### src/rtl/socket_pkg.sv
// Shared types and constants for the socket frame collector slice.
package socket_pkg;

  typedef enum logic {
    ST_COLLECT = 1'b0,
    ST_HOLD    = 1'b1
  } t_collect_state;

  localparam int unsigned RD_LATENCY_MAX = 3;
  localparam int unsigned FRAME_CNT_W    = 16;

endpackage

### src/rtl/socket_dv_delay.sv
// Delays the FIFO read enable by the FIFO read latency to form the word-valid strobe.
module socket_dv_delay #(
  parameter int unsigned RD_LATENCY = 1
) (
  input  logic i_clk,
  input  logic i_rst_n,
  input  logic i_rd_en,
  output logic o_wv
);

  logic [RD_LATENCY-1:0] dv_q;

  if (RD_LATENCY == 1) begin : g_single
    always_ff @(posedge i_clk or negedge i_rst_n) begin
      if (!i_rst_n) dv_q <= '0;
      else          dv_q <= i_rd_en;
    end
  end else begin : g_chain
    always_ff @(posedge i_clk or negedge i_rst_n) begin
      if (!i_rst_n) dv_q <= '0;
      else          dv_q <= {dv_q[RD_LATENCY-2:0], i_rd_en};
    end
  end

  assign o_wv = dv_q[RD_LATENCY-1];

endmodule

### src/rtl/socket_frame_collector.sv
// Packs FRAME_LEN latency-qualified FIFO words into a frame and hands it downstream
// over valid/ready, with one extra buffer so collection overlaps a stalled handoff.
module socket_frame_collector
  import socket_pkg::*;
#(
  parameter int unsigned DATA_WIDTH = 8,
  parameter int unsigned FRAME_LEN  = 4,
  parameter int unsigned RD_LATENCY = 1
) (
  input  logic                             i_clk,
  input  logic                             i_rst_n,
  input  logic                             i_rd_en,
  input  logic [DATA_WIDTH-1:0]            i_data,
  input  logic                             i_frame_ready,
  output logic [DATA_WIDTH*FRAME_LEN-1:0]  o_frame,
  output logic                             o_frame_valid,
  output logic                             o_busy,
  output logic                             o_overflow,
  output logic [FRAME_CNT_W-1:0]           o_frame_cnt
);

  localparam int unsigned     IDX_W    = $clog2(FRAME_LEN);
  localparam logic [IDX_W-1:0] IDX_LAST = IDX_W'(FRAME_LEN - 1);

  t_collect_state state_q, state_d;

  logic                                wv;
  logic [FRAME_LEN-1:0][DATA_WIDTH-1:0] coll_q;
  logic [FRAME_LEN-1:0][DATA_WIDTH-1:0] coll_live_c;
  logic [IDX_W-1:0]                    idx_q;
  logic                                store_word;
  logic                                load_live;
  logic                                load_held;
  logic                                drop_word;
  logic                                consume;

  socket_dv_delay #(
    .RD_LATENCY (RD_LATENCY)
  ) u_dv_delay (
    .i_clk   (i_clk),
    .i_rst_n (i_rst_n),
    .i_rd_en (i_rd_en),
    .o_wv    (wv)
  );

  assign consume = o_frame_valid && i_frame_ready;

  // Collect buffer as it looks once the word arriving this cycle is included.
  always_comb begin
    coll_live_c        = coll_q;
    coll_live_c[idx_q] = i_data;
  end

  always_ff @(posedge i_clk or negedge i_rst_n) begin
    if (!i_rst_n) state_q <= ST_COLLECT;
    else          state_q <= state_d;
  end

  always_comb begin
    state_d    = state_q;
    store_word = 1'b0;
    load_live  = 1'b0;
    load_held  = 1'b0;
    drop_word  = 1'b0;
    case (state_q)
      ST_COLLECT: begin
        if (wv) begin
          store_word = 1'b1;
          if (idx_q == IDX_LAST) begin
            if (!o_frame_valid || i_frame_ready) load_live = 1'b1;
            else                                 state_d   = ST_HOLD;
          end
        end
      end
      ST_HOLD: begin
        drop_word = wv;
        if (i_frame_ready) begin
          load_held = 1'b1;
          state_d   = ST_COLLECT;
        end
      end
    endcase
  end

  always_ff @(posedge i_clk or negedge i_rst_n) begin
    if (!i_rst_n) begin
      coll_q        <= '0;
      idx_q         <= '0;
      o_frame       <= '0;
      o_frame_valid <= 1'b0;
      o_busy        <= 1'b0;
      o_overflow    <= 1'b0;
      o_frame_cnt   <= '0;
    end else begin
      if (store_word) begin
        coll_q[idx_q] <= i_data;
        idx_q         <= (idx_q == IDX_LAST) ? '0 : idx_q + IDX_W'(1);
      end
      if (load_live)      o_frame <= coll_live_c;
      else if (load_held) o_frame <= coll_q;
      // A reload in the handoff cycle keeps valid high without a bubble.
      if (load_live || load_held) o_frame_valid <= 1'b1;
      else if (consume)           o_frame_valid <= 1'b0;
      o_busy <= (state_d == ST_HOLD);
      if (drop_word) o_overflow <= 1'b1;
      if (consume)   o_frame_cnt <= o_frame_cnt + FRAME_CNT_W'(1);
    end
  end

endmodule
### config.mk
export PLATFORM = sky130hd
export DESIGN_NAME = socket_frame_collector
export DESIGN_NICKNAME = d
export VERILOG_FILES = /design/src/rtl/socket_pkg.sv /design/src/rtl/socket_dv_delay.sv /design/src/rtl/socket_frame_collector.sv
export SDC_FILE = /design/constraint.sdc
export NUM_CORES = 1
export LEC_CHECK = 0
export ABC_AREA = 0
export BUFFER_PORTS_ARGS = -buffer_cell sky130_fd_sc_hd__buf_2
export CORE_MARGIN = 1.5
export CORE_UTILIZATION = 50
export DETAILED_ROUTE_END_ITERATION = 6
export GPL_TIMING_DRIVEN = 0
export PLACE_DENSITY = 0.72
export SETUP_SLACK_MARGIN = 0.5
export SYNTH_ARGS = -nofsm -noshare
export SYNTH_HDL_FRONTEND = slang
export SYNTH_SLANG_ARGS = --single-unit
### constraint.sdc
create_clock -name i_clk -period 1.95 [get_ports i_clk]
set_clock_uncertainty 0.1 [all_clocks]
set_input_delay 0.0975 -clock i_clk [delete_from_list [all_inputs] [get_ports i_clk]]
set_output_delay 0.0975 -clock i_clk [all_outputs]
set_load 0.01 [all_outputs]
### Yosys cells after proc, flatten, opt, wreduce, memory -nomap -nowiden

Cells that the tools add are included.
Widths: inputs -> output; s select.

| storage, ports and cells | value |
|---|---|
| bits in registers | 86 |
| output and inout port bits | 51 |
| logic and storage cells | 46 |

| cells by class | value |
|---|---|
| $add $sub $neg | 2 |
| multiplexer cells | 22 |
| reduce and logical (&&, ||, !) cells | 7 |
| equal/unequal tests | 1 |
| $lt $le $gt $ge | 2 |
| bitwise gates (word level) | 1 |

Operators by type and width:

| operator | number |
|---|---|
| $mux 32 | 2 |
| $bwmux 32 | 1 |
| $add 16x1->16 const B | 1 |
| $demux 8 s2 | 1 |
| $mux 1 | 15 |
| $mux 8 | 1 |
| $reduce_bool 2->1 | 2 |
| $lt 2x3->1 const B | 1 |
| $add 2x1->2 const B | 1 |
| $eq 2x2->1 const B | 1 |
| $ge 2x1->1 const B | 1 |
| $logic_and 1x1->1 | 2 |
| $logic_or 1x1->1 | 2 |
| $mux 2 | 1 |
| $pmux 1 s2 | 1 |
| $logic_not 1->1 | 1 |
| $not 1->1 | 1 |

### Longest topological paths before layout

Gate-level depths: netlist of the first run.

| depth | value |
|---|---|
| word-level depth | 8 |
| gate-level depth with buffers | 6 |

### Hierarchy

Synthesis of the first run repeated with hierarchy kept, for this count alone.

| unflattened totals | value |
|---|---|
| cells, all modules | 300 |
| area, all modules | 3656.0 um2 |

By module, submodules not included:

| module | seq. area each (um2) | area each (um2) | cells each | times used |
|---|---|---|---|---|
| socket_frame_collector | 2127.0 | 3631.0 | 299 | 1 |
| socket_dv_delay | 25.0 | 25.0 | 1 | 1 |

### Worst setup path before layout of the first run

Ideal clock, no wire load.

| timing | value |
|---|---|
| path type | reg2reg |
| start | register idx_q[0] |
| end | register o_frame[24] |
| setup time | 0.126 ns |
| cell stages (with the launch flop) | 6 |
| slack | 0.333 ns |
| data required time | 1.724 ns |
| arrival time | 1.391 ns |
| clock period less this slack | 1.617 ns |
| path through | dfrtp_1 > ha_1 > nand3b_2 > nor2_2 > and3_1 > a221o_1 |

| on the way | value |
|---|---|
| word-level cells in the longest chain between the ends | 6 |
| elaborated cells between the ends (all ways) | 12 |
| classes of those cells | order compare (2); eq/ne (1); mux (7); reduce/logical (2) |

Ends and longest elaborated chain:

| what | RTL line | RTL |
|---|---|---|
| start: declaration | socket_frame_collector.sv:30 | `logic [IDX_W-1:0] idx_q;` |
| start signal: assignment | socket_frame_collector.sv:97 | `idx_q <= (idx_q == IDX_LAST) ? '0 : idx_q + IDX_W'(1);` |
| $lt 2x3->1 (not written as such) or $ge 2x1->1 (tied branches) | socket_frame_collector.sv:51 | `coll_live_c[idx_q] = i_data;` |
| $logic_and 1x1->1 (not written as such) | socket_frame_collector.sv:51 |  |
| $mux 8 (not written as such) | socket_frame_collector.sv:51 |  |
| $demux 8 s2 | socket_frame_collector.sv:51 |  |
| $bwmux 32 | socket_frame_collector.sv:51 |  |
| $mux 32 | socket_frame_collector.sv:99 | `if (load_live) o_frame <= coll_live_c;` |
| end signal: assignment | socket_frame_collector.sv:99 |  |
| end signal: assignment | socket_frame_collector.sv:100 | `else if (load_held) o_frame <= coll_q;` |
| end: declaration | socket_frame_collector.sv:15 | `output logic [DATA_WIDTH*FRAME_LEN-1:0] o_frame,` |

Several ways; a longest one is shown, not always the timed one.
A chain may end at the register's enable or synchronous reset.

### Worst setup path in the final report of the first run

| timing | value |
|---|---|
| start | register idx_q[1] |
| end | register o_frame[9] |

The elaborated chain is that of the path after synthesis.

==> results.toml, run 1 <==
[timing]
tightest_slew_ps = 538
whs_ps = 106
period_share = 0.882
maxSlewViolCount = 0
clock.fmax_mhz = 582
finalSetupTns_ps = 0
finalSetupViolations = 0
min_period_ps = 1720
hold_violations = 0
slew-limit-headroom = 0.642
rsz0062_at_grt = "yes"
fin_ws_ps = 230

[power]
power_w = 0.00734
powerDensity_nw_per_um2 = 1440
irDropWorstVdd_mv = 0.679
p_leak_nw = 2.52

[cells_and_area]
layout-drive-gt1-share = 0.477
final_common_cell = "dfrtp_1"
nets = 430
antennaDiodeCount = 0
fill_cells = 465
final_cell_mix = "dfrtp_1, buf_2, nand2_1"
syn2layout_area_growth_pct = 39.3

[synth]
yosys.area.top_type = "dfrtp_1"
synth_top_family_by_area = "simple AND/OR/NAND/NOR gates"
synthXorXnorAreaFrac = 0.0359
syn_area_per_cell_sq_um = 12.2
synth_compound_area_frac = 0.102
mappedNetlistArea_sq_um = 3660
synth_flop_cell = "dfrtp_1"
yosysSeqAreaShare = 0.589
synthCells = 300
synth_seq_cells = 86
synthMuxAreaShare = 0.0893
syn_nets = 318
synth_fa_ha_area_frac = 0.0205
synth_cell_types = 36
synthTopCellsByArea = "dfrtp_1, mux2_2, nand2_1"
yosys.area_share.simple = 0.148
async_reset_ff_frac = 1.00
yosysTopAreaCellShare = 0.589
synth_edf_count = 0
yosys_warnings = 0

[global_routing]
grt_pass1_wl_um = 13100
grt_max_degree = 45
grtUsageTotal = 0.226
grt_pass1_vias = 2660
gr-total-overflow = 0
grt_antenna_before_repair = 0

[floorplanning]
pin_count = 63
dieArea_sq_um = 7830
initial_core_util = 0.526
die_w_um = 88.5
die_h_um = 88.5
core_area_sq_um = 6940
placementRows = 30

[cts]
worstSkewPairLatency_ps = 360
cts_tree = "built"
cts_buffers = 9
root_buffer = "clkbuf_8"
htree_levels = 3
clock_path_buffers = 2
cts.sinks = 86
clk_pin_slew_worst_paths_ps = 90

[route]
first_pass_iters = 4
antenna_left = 0
wl_per_cell_um = 17.4
via_count = 2795
wl_um = 8920
drcViolationCount = 0
routed_via_density = 5.45
drtIter0Drc = 106

[min_path]
min_to = "o_frame[31]"
hold_path.class = "input port to flip-flop"
hold_path_depth = 3
worstHoldStart = "i_frame_ready"

[setup_path]
worstReg2RegEnd = "o_frame[9]"
r2r_start = "idx_q[1]"
endpoint_kind = "flip-flop"
start_kind = "flip-flop"
r2r_cells = 6
crit_fanout = 8
critical_path_arrival_ps = 1880
reg2reg_slack_ps = 230
cp.required_ps = 2110
crit_type = "flip-flop to flip-flop"

[job]
cap_violations = 0

[placement]
finalWeightedCongestion = 0.827
buffer_ports.inserted = 62
post-place-ws_ps = 158
post-dp-hpwl_um = 5150

[status]
status = "finished, final reports clean"
-- kinds of logic after synthesis --
family / after synthesis
muxes: 29
AOI/OAI and AO/OA: 49
xor gates and xnor gates: 15
and+or+nand+nor: 103
DFF: 86
buffers and inverters: 12
adders and majority gates: 6
-- flip-flops by register name, summed over array words and instances, names as in the netlist --
register / flops
o_frame_valid: 1
o_frame_cnt: 16
o_frame: 32
u_dv_delay.o_wv: 1
idx_q: 2
coll_q: 32
o_busy: 1
o_overflow: 1
-- worst max path at each step --
stage	cells past startpoint	start	slack, ps	end
4_1_cts	5	u_dv_delay.o_wv	300	coll_q[21]
6_report	6	idx_q[1]	230	o_frame[9]
5_1_grt	6	idx_q[1]	180	o_frame[9]
3_3_place_gp	1	i_rst_n	-20	o_frame[16]
2_1_floorplan	4	idx_q[0]	390	coll_q[25]
3_5_place_dp	6	idx_q[0]	160	o_frame[12]
-- cell type report --
type	instances	area (sq um)	share of cell area
sequential	86	2160	0.423
multi-input combinational	203	1770	0.347
timing repair buffer	100	707	0.139
clock buffer	9	124	0.0243
clock inverter	7	120	0.0236
tap	96	120	0.0236
buffer	8	81.3	0.0160
inverter	4	17.5	0.00344
-- timing repair --
action / 4_1_cts / 5_1_grt
pin swaps: 27 / 13
resized for setup: 50 / 32
setup buffers: 14 / 12
endpoints found under the setup margin: 69 / 74
endpoints found under the hold margin: 69 / 0
hold buffers: 11 / 0
gates cloned: 0 / 1
-- critical path: stages (launching register included) --
cell and delay [ps]:
dfrtp_1 430, buf_6 140, ha_4 180, and3b_1 190, o21a_4 250, a22oi_1 230, nand2_1 100
-- per-layer routing --
metal,wire length [um],vias to the layer above,GRT usage,share of wire
met5,0,-,0,0
met4,181,0,0.105,0.020
met3,347,20,0.0364,0.039
met2,4490,66,0.355,0.50
met1,3900,1423,0.312,0.44
li1,-,1286,-,-
-- through the flow --
step                      utilization  instances  instance area [sq um]
after floorplan                     -        300                   3690
after global routing            0.734        513                   5090
after CTS                       0.698        500                   4850
after global placement          0.594        458                   4120
final                           0.734        513                   5090
after detailed placement        0.597        459                   4150
-- cells in the mapped netlist (all sizes together), types with 2 or more instances --
library cell,count
a221o,7
a22oi,24
dfrtp,86
nand2,65
nand3,7
ha,6
o21ai,6
inv,4
nor3b,3
nor2,7
xor2,4
a21o,3
o21a,4
mux2,29
nor2b,2
nand3b,2
nor3,2
and3b,3
xnor2,11
clkbuf,3
buf,5
and3,8
nand4,2
-- power by group --
part | switching, W | internal [W]
registers | 0.000521 | 0.00253
clock network | 0.000672 | 0.000857
logic | 0.00133 | 0.00143
(Power assumes the default switching activity.)
==> inputs of run 2 (changes only) <==
--- a/config.mk
+++ b/config.mk
@@ -15,4 +15,5 @@
 export SETUP_SLACK_MARGIN = 0.5
 export SYNTH_ARGS = -nofsm -noshare
 export SYNTH_HDL_FRONTEND = slang
+export SYNTH_HIERARCHICAL = 1
 export SYNTH_SLANG_ARGS = --single-unit
==> run 2 against run 1 <==
- total power fell by 4.3%
- global-route usage down 0.61 points
- utilization decreased by 1.2 points
- synthesized cell count is the same
- register-to-register slack about the same
- critical endpoint is now o_frame[15]
==> results.toml, run 2 <==
[setup_path]
worstReg2RegEnd = "o_frame[15]"
cp_num_buf_inv = 1
crit_type = "flip-flop to flip-flop"
r2r_cells = 6
crit_start = "idx_q[0]"
start_kind = "flip-flop"
crit_fanout = 8
path_cells = "buf_4, ha_4, and3b_1, o21a_4, a22oi_1, nand2_1"
max_stage_delay_ps = 480
path_delay_family = "flip-flops"
slowest_stage = "dfrtp_2"
r2r_start = "idx_q[0]"
cp.required_ps = 2100
endpoint_kind = "flip-flop"
critical_path_arrival_ps = 1880
reg2reg_slack_ps = 220

[timing]
fin_ws_ps = 219
tightest_slew_ps = 434
finalSetupViolations = 0
clock.fmax_mhz = 578
hold_violations = 0
maxSlewViolCount = 0
period_share = 0.888
slew-limit-headroom = 0.711
min_period_ps = 1730
rsz0062_at_grt = "yes"

[cts]
clk_pin_slew_worst_paths_ps = 90
cts_buffers = 9
cts_tree = "built"
clock_path_buffers = 2
cts.sinks = 86
htree_levels = 3
root_buffer = "clkbuf_8"
worstSkewPairLatency_ps = 360

[cells_and_area]
fill_cells = 460
reg_top3 = "coll_q (32), o_frame (32), o_frame_cnt (16)"
final_common_cell = "dfrtp_1"
nets = 431
syn2layout_area_growth_pct = 37.0
fin_area_sq_um = 5010
regArea_sq_um = 2160
multi_input_area_sq_um = 1750
layout-drive-gt1-share = 0.472
antennaDiodeCount = 0
final_cell_mix = "dfrtp_1, buf_2, nand2_1"

[synth]
syn_nets = 318
synthCells = 300
synth_flop_cell = "dfrtp_1"
synth_seq_cells = 86
ys_top_cells_by_count = "dfrtp_1, nand2_1, mux2_2"
yosys_warnings = 6
yosys.area.top_type = "dfrtp_1"
yosysSeqAreaShare = 0.589
mappedNetlistArea_sq_um = 3660
synth_cell_types = 36
synthTopCellsByArea = "dfrtp_1, mux2_2, nand2_1"
syn_area_per_cell_sq_um = 12.2
synth_most_common_cell = "dfrtp_1"
async_reset_ff_frac = 1.00
yosysTopAreaCellShare = 0.589
synth_edf_count = 0

[job]
cap_violations = 0

[route]
drtIter0Drc = 119
routed_via_density = 5.43
wl_per_cell_um = 17.0
first_pass_iters = 4
wl_um = 8700
via_count = 2786
antenna_left = 0
drcViolationCount = 0

[power]
p_leak_nw = 2.46
powerDensity_nw_per_um2 = 1400
irDropWorstVdd_mv = 0.706

[placement]
finalWeightedCongestion = 0.766
buffer_ports.inserted = 62
post-place-ws_ps = 167
place_area_sq_um = 4150
post-dp-hpwl_um = 5140

[floorplanning]
initial_core_util = 0.526
dieArea_sq_um = 7830
core_area_sq_um = 6940
die_h_um = 88.5
die_w_um = 88.5
placementRows = 30
pin_count = 63

[status]
status = "finished, final reports clean"

[global_routing]
grt_max_degree = 56
grt_pass1_wl_um = 12800
grt_pass1_vias = 2625
grt_antenna_before_repair = 0
grtUsageTotal = 0.220
gr-total-overflow = 0

[min_path]
min_to = "o_frame_cnt[2]"
hold_path_depth = 3
worstHoldStart = "i_frame_ready"
hold_path.class = "input port to flip-flop"
run 2: area by class of cell:
cell class / count / share of cell area
flip-flops and latches: 86 / 0.431
clock inverters: 6 / 0.0140
inverters: 4 / 0.00350
multi-input cells: 204 / 0.348
clock buffers: 9 / 0.0247
well taps: 96 / 0.0240
plain buffers: 8 / 0.0162
repair buffers: 100 / 0.138
run 2: kinds of logic (layout without fill, tap and decap cells):
family                   after synthesis  in the layout  synth area share
AND/OR/NAND/NOR                      103            105             0.148
multiplexers                          29             29            0.0893
AO/OA/AOI/OAI                         49             49             0.102
flip-flops                            86             86             0.589
XOR/XNOR                              15             15            0.0359
adder cells (fa/ha/maj)                6              6            0.0205
buffers and inverters                 12            127            0.0157
run 2: worst max path at each step:
stage | endpoint | cells past startpoint | slack, ps
CTS | o_frame[11] | 6 | 280
detailed placement | o_frame[7] | 6 | 170
finish | o_frame[15] | 6 | 220
floorplan | coll_q[25] | 4 | 390
global route | o_frame[15] | 6 | 150
global placement | o_frame[1] | 1 | -30
run 2: power breakdown:
part,switching [W],total [W],internal (W)
clock,0.000682,0.00128,0.000594
sequential,0.000500,0.00303,0.00253
combinational,0.00131,0.00272,0.00141
total,0.00249,0.00703,0.00453
run 2: repair_timing:
action / 4_1_cts / 5_1_grt
gates cloned: 0 / 3
setup buffers: 15 / 10
endpoints found under the hold margin: 105 / 0
pin swaps: 19 / 31
setup endpoints to repair: 68 / 73
hold buffers: 11 / 0
gates resized for setup: 32 / 44
run 2: through the flow:
step / power (W) / hold slack, ps / TNS [ps] / util / cells
2_1_floorplan: 0.00433 / -298 / 0 / - / 300
3_3_place_gp: 0.00499 / 108 / -2450 / 0.594 / 458
3_5_place_dp: 0.00509 / -28.8 / 0 / 0.598 / 459
4_1_cts: 0.00665 / 3.28 / 0 / 0.681 / 500
5_1_grt: 0.00744 / 29.9 / 0 / 0.721 / 513
6_report: 0.00703 / 12.8 / 0 / 0.721 / 513
run 2: worst min-delay path, delay by kind of cell:
family | cells | cell delay (ps)
xor gates and xnor gates | 1 | 60
buffers and inverters | 1 | 160
and+or+nand+nor | 1 | 110
run 2: metal layers:
layer  global-route usage  vias up  part of all wire
li1                     -     1292                 -
met1                0.299     1421              0.45
met2                0.352       60              0.49
met3               0.0448       13             0.037
met4               0.0838        0             0.021
met5                    0        -                 0
==> inputs of run 3 (changes only) <==
--- a/config.mk
+++ b/config.mk
@@ -5,7 +5,7 @@
 export SDC_FILE = /design/constraint.sdc
 export NUM_CORES = 1
 export LEC_CHECK = 0
-export ABC_AREA = 0
+export ABC_AREA = 1
 export BUFFER_PORTS_ARGS = -buffer_cell sky130_fd_sc_hd__buf_2
 export CORE_MARGIN = 1.5
 export CORE_UTILIZATION = 50
==> run 3 against run 2 <==
- utilization down 5.7 points
- synthesized cell count increased by 67%
- via count rose by 31%
- wire length is 16% higher
- area after synthesis grew 11%
- register-to-register slack improved by 250 ps
- critical path type unchanged
- largest cell class unchanged
- largest power group is now combinational cells
==> results.toml, run 3 <==
[status]
status = "finished, final reports clean"

[synth]
synth_cell_types = 26
yosys_warnings = 6
synth_most_common_cell = "nand2_1"
synth_flop_cell = "dfrtp_1"
synthCells = 501
mappedNetlistArea_sq_um = 4080
synth_seq_cells = 86
yosysSeqAreaShare = 0.528
synth_edf_count = 0
syn_nets = 519
async_reset_ff_frac = 1.00
synthTopCellsByArea = "dfrtp_1, nand2_1, o21ai_0"
yosysTopAreaCellShare = 0.528
syn_area_per_cell_sq_um = 8.14
ys_top_cells_by_count = "nand2_1, dfrtp_1, o21ai_0"
yosys.area.top_type = "dfrtp_1"

[timing]
finalSetupViolations = 0
min_period_ps = 1480
clock.fmax_mhz = 675
tightest_slew_ps = 570
finalSetupTns_ps = 0
rsz0062_at_grt = "yes"
hold_violations = 0
maxSlewViolCount = 0
period_share = 0.760
slew-limit-headroom = 0.620

[cts]
htree_levels = 3
cts_buffers = 9
root_buffer = "clkbuf_8"
worstSkewPairLatency_ps = 360
clock_path_buffers = 2
cts.sinks = 86
cts_tree = "built"
clk_pin_slew_worst_paths_ps = 80

[cells_and_area]
final_cell_mix = "nand2_1, dfrtp_1, buf_2"
layout-drive-gt1-share = 0.289
reg_top3 = "coll_q (32), o_frame (32), o_frame_cnt (16)"
nets = 617
antennaDiodeCount = 0
final_common_cell = "nand2_1"
finish.utilization = 0.664
syn2layout_area_growth_pct = 27.3

[min_path]
hold_path.class = "input port to flip-flop"

[placement]
buffer_ports.inserted = 62
finalWeightedCongestion = 0.880
post-dp-hpwl_um = 6730

[global_routing]
grt_max_degree = 45
grt_antenna_before_repair = 0
grt_pass1_wl_um = 16300
grt_pass1_vias = 3439
gr-total-overflow = 0
grtUsageTotal = 0.243

[route]
drcViolationCount = 0
drtIter0Drc = 263
via_count = 3654
wl_per_cell_um = 14.4
wl_um = 10100
routed_via_density = 5.19
antenna_left = 0
first_pass_iters = 4

[power]
power_w = 0.00728
powerDensity_nw_per_um2 = 1400
irDropWorstVdd_mv = 0.631
p_leak_nw = 2.64

[floorplanning]
placementRows = 32
die_w_um = 93.3
pin_count = 63
initial_core_util = 0.522
die_h_um = 93.3
core_area_sq_um = 7810
dieArea_sq_um = 8700

[setup_path]
path_delay_family = "flip-flops"
cp_num_buf_inv = 3
crit_fanout = 7
start_kind = "flip-flop"
crit_type = "flip-flop to flip-flop"
cp.required_ps = 2090
max_stage_delay_ps = 490
cp_common_cell = "nand2_2"
critical_path_arrival_ps = 1630
path_cells = "ha_4, inv_2, nor2_2, nand2_2, nand2_2, inv_4, buf_4, nand2_1, nand3_1"
endpoint_kind = "flip-flop"
slowest_stage = "dfrtp_2"

[job]
cap_violations = 0
run 3: cell types whose count changed in the layout (fill, tap and decap cells not counted), moves of 8 or more:
cell	before	now
a22oi_1	8	0
a22oi_2	16	0
and3_1	8	0
dlygate4sd3_1	11	3
inv_1	2	48
mux2_2	26	0
nand2_1	60	185
nand3_1	3	37
o21ai_0	6	33
o21ai_1	0	18
o21ai_2	0	15
run 3: layout make-up:
| type | instances | area, sq um |
|---|---|---|
| multi-input combinational | 340 | 1770 |
| fill | 661 | 2620 |
| timing repair buffer | 87 | 552 |
| inverter | 55 | 214 |
| clock inverter | 5 | 52.6 |
| buffer | 20 | 188 |
| clock buffer | 9 | 124 |
| sequential | 86 | 2160 |
| tap | 102 | 128 |
run 3: worst register-to-register path: stages (launching register included):
cell     delay (ps)
dfrtp_2         490
ha_4            170
inv_2            40
nor2_2           80
nand2_2          70
nand2_2          80
inv_4            70
buf_4           160
nand2_1          60
nand3_1          60
run 3: stage by stage:
step                hold WS (ps)  setup slack, ps  std cells  cell area (sq um)
floorplan                   -298              563        501               4080
global placement             108            -86.4        665               4510
detailed placement          37.5              309        666               4540
CTS                         55.9              468        688               4890
global route                73.1              403        704               5190
finish                      57.0              469        704               5190
run 3: timing repair:
item	CTS	global route
setup buffers	3	13
endpoints found under the setup margin	67	74
cloned	2	3
pin swaps	3	8
hold buffers	3	0
hold endpoints to repair	44	0
gates resized for setup	35	78
run 3: kinds of logic (layout without fill, tap and decap cells):
group | after synthesis | in the layout | synth area share
flip-flops | 86 | 86 | 0.528
buffers and inverters | 75 | 176 | 0.0820
adder cells (fa/ha/maj) | 6 | 6 | 0.0184
AND/OR/NAND/NOR | 255 | 255 | 0.263
AO/OA/AOI/OAI | 68 | 68 | 0.0850
XOR/XNOR | 11 | 11 | 0.0236
run 3: worst paths after layout:
check                            start              to  slack, ps  depth (start not counted)
max in group asynchronous      i_rst_n  o_frame_cnt[8]        940                          3
setup reg to reg              idx_q[0]     o_frame[30]        470                          9
min in group asynchronous      i_rst_n     o_frame[19]        180                          2
hold reg to reg            o_frame[16]     o_frame[16]        380                          2
setup / recovery              idx_q[0]     o_frame[30]        470                          9
hold / removal               i_data[7]       coll_q[7]         60                          5
run 3: power by group:
| group | total (W) | internal, W | switching [W] |
|---|---|---|---|
| registers | 0.00296 | 0.00249 | 0.000470 |
| clock network | 0.00120 | 0.000571 | 0.000628 |
| logic | 0.00312 | 0.00137 | 0.00175 |
run 3: metal layers:
layer	track usage	vias up	wire [um]
li1	-	1764	-
met1	0.326	1742	4380
met2	0.385	127	4840
met3	0.0390	21	673
met4	0.115	0	216
met5	0	-	0
